### config.mk
export PLATFORM = sky130hd
export DESIGN_NAME = mmio_bridge_flat
export DESIGN_NICKNAME = d
export VERILOG_FILES = /design/src/rtl/mmio_bridge_if.sv /design/src/rtl/mmio_bridge.sv /design/src/flat_wrapper.sv
export SDC_FILE = /design/constraint.sdc
export NUM_CORES = 1
export LEC_CHECK = 0
export CORE_ASPECT_RATIO = 0.75
export CORE_MARGIN = 4
export CORE_UTILIZATION = 55
export CTS_BUF_LIST = sky130_fd_sc_hd__clkbuf_8
export DETAILED_ROUTE_END_ITERATION = 12
export GPL_TIMING_DRIVEN = 0
export PLACE_DENSITY_LB_ADDON = 0.1
export SYNTH_ARGS = -nofsm -noshare
export SYNTH_HDL_FRONTEND = slang
export SYNTH_SLANG_ARGS = --single-unit
export TNS_END_PERCENT = 20
### constraint.sdc
create_clock -name clock -period 3.7 [get_ports clock]
set_input_delay 0.74 -clock clock [delete_from_list [all_inputs] [get_ports clock]]
set_output_delay 0.74 -clock clock [all_outputs]
set_load 0.01 [all_outputs]
### src/rtl/mmio_bridge_if.sv
// Processor data-memory port as seen by the MMIO bridge.
// The master drives address, strobes and store data; the slave returns hit and load data.
interface mmio_bridge_if #(
  parameter int unsigned ADDR_W = 12,
  parameter int unsigned DATA_W = 32
) ();
  logic [ADDR_W-1:0] addr;
  logic              wen;
  logic              ren;
  logic [DATA_W-1:0] wdata;
  logic              hit;
  logic [DATA_W-1:0] rdata;

  modport master (
    output addr, wen, ren, wdata,
    input  hit, rdata
  );

  modport slave (
    input  addr, wen, ren, wdata,
    output hit, rdata
  );
endinterface

### src/rtl/mmio_bridge.sv
// MMIO hub on the data-memory port: NUM_CH latched output channels, NUM_CH input FIFOs
// drained by loads, and a STATUS word with occupancy and sticky write-1-to-clear overflow flags.
module mmio_bridge #(
  parameter int unsigned       NUM_CH    = 5,
  parameter int unsigned       DATA_W    = 32,
  parameter int unsigned       ADDR_W    = 12,
  parameter logic [ADDR_W-1:0] BASE_ADDR = 12'hF00,
  parameter int unsigned       IN_DEPTH  = 4
) (
  input  logic                     clock,
  input  logic                     reset,
  mmio_bridge_if.slave             bus,
  output logic [NUM_CH*DATA_W-1:0] out_data,
  output logic [NUM_CH-1:0]        out_wen,
  input  logic [NUM_CH*DATA_W-1:0] in_data,
  input  logic [NUM_CH-1:0]        in_valid,
  output logic [NUM_CH-1:0]        in_ready
);
  localparam int unsigned PtrW = (IN_DEPTH > 1) ? $clog2(IN_DEPTH) : 1;
  localparam int unsigned CntW = $clog2(IN_DEPTH + 1);

  logic [DATA_W-1:0] mem_q [NUM_CH][IN_DEPTH];
  logic [PtrW-1:0]   wptr_q [NUM_CH];
  logic [PtrW-1:0]   rptr_q [NUM_CH];
  logic [CntW-1:0]   cnt_q [NUM_CH];

  logic [ADDR_W-1:0]        off;
  logic                     is_ch, is_stat;
  logic [NUM_CH-1:0]        ch_sel, push, pop, nonempty;
  logic [NUM_CH-1:0]        ovf_q, ovf_d;
  logic [NUM_CH*DATA_W-1:0] out_data_q, out_data_d;
  logic [NUM_CH-1:0]        out_wen_q, out_wen_d;
  logic [DATA_W-1:0]        rdata_q, rdata_d, status;
  logic                     hit_q, hit_d;

  // Wrapping subtraction: addresses below BASE_ADDR land far above NUM_CH and miss.
  assign off     = bus.addr - BASE_ADDR;
  assign is_ch   = off < ADDR_W'(NUM_CH);
  assign is_stat = off == ADDR_W'(NUM_CH);

  always_comb begin
    ch_sel   = '0;
    nonempty = '0;
    in_ready = '0;
    push     = '0;
    pop      = '0;
    for (int i = 0; i < NUM_CH; i++) begin
      ch_sel[i]   = is_ch && (off == ADDR_W'(i));
      nonempty[i] = cnt_q[i] != '0;
      in_ready[i] = cnt_q[i] != CntW'(IN_DEPTH);
      push[i]     = in_valid[i] && in_ready[i];
      pop[i]      = bus.ren && ch_sel[i] && nonempty[i];
    end
  end

  always_comb begin
    status                 = '0;
    status[16 +: NUM_CH]   = ovf_q;
    status[NUM_CH-1:0]     = nonempty;

    rdata_d = '0;
    if (bus.ren && is_stat) rdata_d = status;
    for (int i = 0; i < NUM_CH; i++) begin
      if (pop[i]) rdata_d = mem_q[i][rptr_q[i]];
    end
    hit_d = (is_ch || is_stat) && (bus.ren || bus.wen);

    out_wen_d  = bus.wen ? ch_sel : '0;
    out_data_d = out_data_q;
    for (int i = 0; i < NUM_CH; i++) begin
      if (out_wen_d[i]) out_data_d[i*DATA_W +: DATA_W] = bus.wdata;
    end

    // Overflow set is applied after the clear so a same-cycle set wins.
    ovf_d = ovf_q;
    if (bus.wen && is_stat) ovf_d = ovf_d & ~bus.wdata[16 +: NUM_CH];
    ovf_d = ovf_d | (in_valid & ~in_ready);
  end

  always_ff @(posedge clock) begin
    if (!reset) begin
      out_data_q <= '0;
      out_wen_q  <= '0;
      rdata_q    <= '0;
      hit_q      <= 1'b0;
      ovf_q      <= '0;
      for (int i = 0; i < NUM_CH; i++) begin
        wptr_q[i] <= '0;
        rptr_q[i] <= '0;
        cnt_q[i]  <= '0;
      end
    end else begin
      out_data_q <= out_data_d;
      out_wen_q  <= out_wen_d;
      rdata_q    <= rdata_d;
      hit_q      <= hit_d;
      ovf_q      <= ovf_d;
      for (int i = 0; i < NUM_CH; i++) begin
        if (push[i]) wptr_q[i] <= wptr_q[i] + PtrW'(1);
        if (pop[i])  rptr_q[i] <= rptr_q[i] + PtrW'(1);
        cnt_q[i] <= cnt_q[i] + CntW'(push[i]) - CntW'(pop[i]);
      end
    end
  end

  // Storage needs no reset; pointers and counts define validity.
  always_ff @(posedge clock) begin
    for (int i = 0; i < NUM_CH; i++) begin
      if (push[i]) mem_q[i][wptr_q[i]] <= in_data[i*DATA_W +: DATA_W];
    end
  end

  assign out_data  = out_data_q;
  assign out_wen   = out_wen_q;
  assign bus.rdata = rdata_q;
  assign bus.hit   = hit_q;
endmodule

### src/flat_wrapper.sv
// flat-port wrapper written by rule: the top's interface ports become plain ports
module mmio_bridge_flat 
#(
  parameter int unsigned       NUM_CH    = 5,
  parameter int unsigned       DATA_W    = 32,
  parameter int unsigned       ADDR_W    = 12,
  parameter logic [ADDR_W-1:0] BASE_ADDR = 12'hF00,
  parameter int unsigned       IN_DEPTH  = 4
)
  (clock, reset, out_data, out_wen, in_data, in_valid, in_ready, bus_addr, bus_wen, bus_ren, bus_wdata, bus_hit, bus_rdata);
  mmio_bridge_if #(.ADDR_W(ADDR_W), .DATA_W(DATA_W)) bus_i ();
  input  logic clock;
  input  logic reset;
  output logic [NUM_CH*DATA_W-1:0] out_data;
  output logic [NUM_CH-1:0] out_wen;
  input  logic [NUM_CH*DATA_W-1:0] in_data;
  input  logic [NUM_CH-1:0] in_valid;
  output logic [NUM_CH-1:0] in_ready;
  input wire logic [$bits(bus_i.addr)-1:0] bus_addr;
  input wire logic [$bits(bus_i.wen)-1:0] bus_wen;
  input wire logic [$bits(bus_i.ren)-1:0] bus_ren;
  input wire logic [$bits(bus_i.wdata)-1:0] bus_wdata;
  output wire logic [$bits(bus_i.hit)-1:0] bus_hit;
  output wire logic [$bits(bus_i.rdata)-1:0] bus_rdata;
  assign bus_i.addr = bus_addr;
  assign bus_i.wen = bus_wen;
  assign bus_i.ren = bus_ren;
  assign bus_i.wdata = bus_wdata;
  assign bus_hit = bus_i.hit;
  assign bus_rdata = bus_i.rdata;
  mmio_bridge #(.NUM_CH(NUM_CH), .DATA_W(DATA_W), .ADDR_W(ADDR_W), .BASE_ADDR(BASE_ADDR), .IN_DEPTH(IN_DEPTH)) u_core (.clock(clock), .reset(reset), .bus(bus_i), .out_data(out_data), .out_wen(out_wen), .in_data(in_data), .in_valid(in_valid), .in_ready(in_ready));
endmodule
Yosys cells after proc, flatten, opt, wreduce, memory -nomap -nowiden:

Memory sizes are Yosys's and may differ from the RTL's.
Index checks and enable logic that the tools add are counted.

* flip-flop bits (word level): 203
* latch bits: 0
* memory bits (writable): 675
* ROM bits: 0
* bits of input ports: 213
* output and inout port bits: 203
* word-level logic and storage cells: 211
* memories: 4

Memory list
* u_core.mem_q: depth 5, bits a word 128, read ports 5, clocked after memory_dff 0, write ports 5, RTL line mmio_bridge.sv:22 `logic [DATA_W-1:0] mem_q [NUM_CH][IN_DEPTH];`
* u_core.cnt_q: depth 5, bits a word 3, read ports 5, clocked after memory_dff 0, write ports 5, RTL line mmio_bridge.sv:25 `logic [CntW-1:0] cnt_q [NUM_CH];`
* u_core.rptr_q: depth 5, bits a word 2, read ports 5, clocked after memory_dff 0, write ports 5, RTL line mmio_bridge.sv:24 `logic [PtrW-1:0] rptr_q [NUM_CH];`
* u_core.wptr_q: depth 5, bits a word 2, read ports 5, clocked after memory_dff 0, write ports 5, RTL line mmio_bridge.sv:23 `logic [PtrW-1:0] wptr_q [NUM_CH];`

* $add $sub $neg: 21
* multiply operators: 0
* divide/modulo/power cells: 0
* order comparisons: 16
* equality and inequality tests: 10
* shifts and indexed selects: 0
* multiplexer cells: 85
* bitwise logic cells: 30
* reductions and logical operators: 36

Operators with widths (number)
* 128-bit 2-to-1 mux: 5
* 32-bit 2-to-1 mux: 20
* 32-bit binary-select mux with 2-bit select: 5
* 32-bit demux with 2-bit select: 5
* 1-bit 2-to-1 mux: 32
* 3-bit greater-or-equal comparator (second input constant): 10
* 2-bit inverter with 3-bit output: 10
* 1-bit logical AND: 28
* 12-bit by 2-bit == test with 1-bit output (second input constant): 2
* 12-bit by 3-bit == test with 1-bit output (second input constant): 2
* 21-bit 2-to-1 mux: 1
* 2-bit by 1-bit adder with 2-bit output (second input constant): 10
* 2-bit 2-to-1 mux: 10
* 3-bit by 1-bit adder with 3-bit output: 5
* 3-bit by 1-bit < comparator with 1-bit output (second input constant): 5
* 3-bit 2-to-1 mux: 5
* 3-bit inequality test (second input constant): 5
* 1-bit OR: 15
* 3-bit nonzero test: 5
* 3-bit by 1-bit subtractor with 3-bit output: 5
* 12-bit by 1-bit == test with 1-bit output (second input constant): 1
* 12-bit zero test: 1
* 12-bit by 3-bit < comparator with 1-bit output (second input constant): 1
* 12-bit subtractor (second input constant): 1
* other kinds (5): 9

Logic depth before layout (Yosys ltp):

* word-level depth: 10
* mapped depth: 12

Least setup slack after synthesis:

Ideal clock, no wire load.

* path type: input port to flip-flop
* from: input port bus_addr[0]
* to: memory u_core.cnt_q[0][5] (netlist name)
* setup time: 0.128 ns
* arrival time: 3.133 ns
* slack: 0.439 ns
* stages on the path: 12
* buffers on the path: 2
* cells stage by stage: buf_4 > or4b_4 > nor4_4 > buf_6 > ha_1 > inv_1 > ha_1 > inv_1 > fa_1 > xor2_1 > xnor2_1 > nor2_1

RTL lines
* start, declared: RTL line flat_wrapper.sv:19 `input wire logic [$bits(bus_i.addr)-1:0] bus_addr;`
* end, declared: RTL line mmio_bridge.sv:25

==> results by group <==
Floorplan
  • Initial Util: 0.559
  • Die area: 0.0642 mm^2
  • Standard-cell row count: slightly below 80
  • Overall die width: slightly below 300 um
  • Core area: 0.0593 mm^2
  • I/O pin total: between 400 and 500
  • Die height: 220 um

Logic synthesis
  • Main combinational cell family by area after synthesis: multiplexers
  • Ys async rst share: 0
  • Sequential fraction of the synthesis area: 0.731
  • Primary FF master, synth: edfxtp_1
  • Simple-gate portion of the synthesized area: 0.0632
  • Synth Register Bits: 878
  • Xor and xnor area share after synthesis: 0.00397
  • Yosys cell types: 58
  • Post-Syn Nets: around 2300
  • Area leader, netlist: edfxtp_1
  • Post-synthesis mux area share: 0.109
  • Post-synth EDFFs: 660
  • Netlist Area Pre-Place: about 0.033 mm^2
  • Synth top area share: 0.599
  • Synth Area in Adders: 0.0144
  • Synth Warn #: 0
  • Synthesized instance count: roughly 2000
  • Synth Area per Inst: approximately 16 um^2
  • Complex-gate fraction of the synthesized area: 0.0581
  • Synth top area cells: edfxtp_1 60%, dfxtp_1 13%, mux4_2 11%, nand2_1 3.8%, a21oi_1 2.7%

Critical path
  • Crit Path Max Fanout: 10
  • CP required: 4.33 ns
  • Worst r2r dst: u_core.cnt_q[0][2]
  • Highest-delay cell along the critical path: nor4_4
  • Crit path kind: input pin to flip-flop
  • Worst R2R Path Depth: 11
  • CP cell instances: clkdlybuf4s50_1 -> or4b_4 -> nor4_4 -> buf_6 -> ha_1 -> inv_1 -> ha_1 -> inv_1 -> fa_1 -> xor2_1 -> xnor2_1 -> nor2_1
  • Max incr delay on CP: roughly 0.82 ns
  • Kind of end point of the critical path: flip-flop
  • Critical Path AT: ~4.2 ns
  • Startpoint types: input pin
  • RR Startpoint: u_core.cnt_q[0][1]
  • R2R Setup Slk: between 0.5 and 0.6 ns

Drt
  • Iter 0 DRT Violations: 2254
  • DR vias: around 20000
  • Final WL: a little under 90000 um
  • WL per Instance: ~25 um
  • DRC viols: 0
  • Post-route antenna net violation count: 0
  • First-pass detailed-route iteration total: 5
  • Via/cell ratio: approximately 5.8

Timing
  • Worst slew pin tran: approximately 1.2 ns
  • Final TNS setup: 0 ns
  • Period utilization: 0.972
  • Final Critical Period: between 3 and 4 ns
  • Fin. Hold Viols: 0
  • Fin worst setup slack: 0.102 ns
  • Unrepaired setup endpoints after global routing: false
  • Hold_ws: around 0.45 ns
  • Max-slew headroom: 0.170
  • Max Clock Freq: roughly 0.28 GHz
  • Final setup violation count: 0
  • Slew Viols, Final: 0
  • Fin Clk Skew: ~0.025 ns

Global routing
  • Total gr overflow: 0
  • Total GRT Usage: 0.272
  • First-pass GRT wire length: ~130000 um
  • Largest net degree at the start of global routing: 33
  • Vias in the first global route: 19908
  • Initial antenna violation count: 15

Clocking
  • # hold bufs at CTS: 0
  • CTS tree: done
  • Worst skew pair latency: a little under 0.8 ns
  • Clk buf depth: 3
  • PostCTS Resize Cnt: 0
  • Postcts setup bufs: 0
  • Clock sinks: a little under 900
  • Clock transition at path regs: 0.06 ns
  • H-tree depth: 4
  • Root buffer cell: clkbuf_8
  • CTS Buf Count: about 140

Final layout
  • Layout area overhead: 23.8%
  • Layout Utilization: 0.691
  • Filler instances: ~4000
  • Final Cell Area: 0.0410 mm^2
  • Share of cells above drive strength 1: 0.157
  • Final std cells w/o fill: 3503
  • NumNets Final: approximately 2800

Hold path
  • Hold path cells: 2
  • Worst Hold Path EP: u_core.out_data[55]
  • Min-Delay Path Class: flip-flop to flip-flop
  • Hold path start: u_core.out_data[55]

Pwr
  • Max rail drop VDD: between 0.2 and 0.3 mV
  • Power Dens Cells: around 510 mW/mm^2
  • Leak pwr: between 10 and 15 nW
  • Final Power: 21.1 mW

Placed design
  • Number of I/O port buffers: 415
  • GPL Wtd Cong: ~0.89
  • Placement Setup Slack: -0.750 ns
  • Placed cell area: about 0.038 mm^2
  • Detail Placement HPWL: between 60000 and 70000 um
  • Dpl cells: approximately 3300

Job
  • Maxcap violations: 0

Run status
  • Run status: completed
[worst max-delay path by stage]
stage / slack, ns / startpoint / endpoint / cells after the start
after CTS: 0.08 / bus_addr[3] / u_core.cnt_q[0][2] / 12
final: 0.10 / bus_addr[3] / u_core.cnt_q[0][5] / 12
after floorplan: 0.44 / bus_addr[0] / u_core.cnt_q[0][5] / 12
after global routing: 0.03 / bus_addr[0] / u_core.cnt_q[0][5] / 13
after global placement: -0.67 / bus_addr[3] / u_core.cnt_q[0][2] / 12
after detailed placement: -0.75 / bus_addr[3] / u_core.cnt_q[0][2] / 12
[logic make-up (layout without fill, tap and decap cells)]
kind of cell,after synthesis,in the layout
AOI/OAI and AO/OA,312,312
adders and majority gates,35,35
xor gates and xnor gates,15,15
muxes,160,160
and+or+nand+nor,476,476
other,0,12
buffers and inverters,165,825
DFF,878,878
[state kept, by name, summed over array words and instances, names as in the netlist]
register          cells
u_core.rptr_q        10
u_core.out_wen        5
u_core.bus.rdata     32
u_core.cnt_q         15
u_core.mem_q        640
u_core.out_data     160
u_core.wptr_q        10
u_core.ovf_q          5
u_core.bus.hit        1
[report_power, final]
part           internal, mW  switching (mW)  total (mW)
Sequential             11.4           0.211        11.7
Clock                  3.85            3.68        7.53
Combinational         0.784            1.12        1.90
[layer usage]
metal | track usage | routed length (um) | vias up
met4 | 0.0963 | 2500 | 18
met1 | 0.394 | 37100 | 10345
met5 | 0 | 106 | -
met2 | 0.408 | 41200 | 951
li1 | - | - | 8927
met3 | 0.0717 | 8100 | 180
[critical path: cells and delay by family]
family | cells | cell delay (ns)
AND/OR/NAND/NOR | 3 | 1.47
adder cells (fa/ha/maj) | 3 | 0.79
XOR/XNOR | 2 | 0.30
buffers and inverters | 4 | 0.93
[cell usage in the layout (no fill, tap or decap), drive strengths merged, types with 7 or more instances in the layout]
cell	Yosys	layout
a211oi	19	19
a21oi	179	179
a22oi	23	23
a32oi	7	7
and2	19	19
and3	27	27
buf	38	46
clkbuf	87	237
clkdlybuf4s50	0	415
clkinv	0	24
dfxtp	218	218
diode	0	12
edfxtp	660	660
ha	30	30
inv	40	95
mux4	160	160
nand2	337	337
nand3	15	15
nor2	47	47
o21ai	30	30
o22ai	21	21
o32ai	7	7
xnor2	13	13
[area by class of cell]
class / instances / area, um^2 / share of cell area
Inverter: 40 / 150 / 0.00367
Timing Repair Buffer: 423 / 4310 / 0.105
Sequential cell: 878 / 24200 / 0.590
Buffer: 125 / 543 / 0.0133
Antenna cell: 12 / 30.0 / 0.000733
Clock buffer: 150 / 2060 / 0.0504
Multi-Input combinational cell: 998 / 8260 / 0.202
Tap cell: 790 / 988 / 0.0241
Clock inverter: 87 / 433 / 0.0106
[cells in the mapped netlist (all sizes together) (21+ instances only)]
library cell	count
edfxtp	660
nand2	337
dfxtp	218
a21oi	179
mux4	160
clkbuf	87
nor2	47
inv	40
buf	38
ha	30
o21ai	30
and3	27
a22oi	23
o22ai	21
No activity file was read; power rests on OpenSTA's default activity.
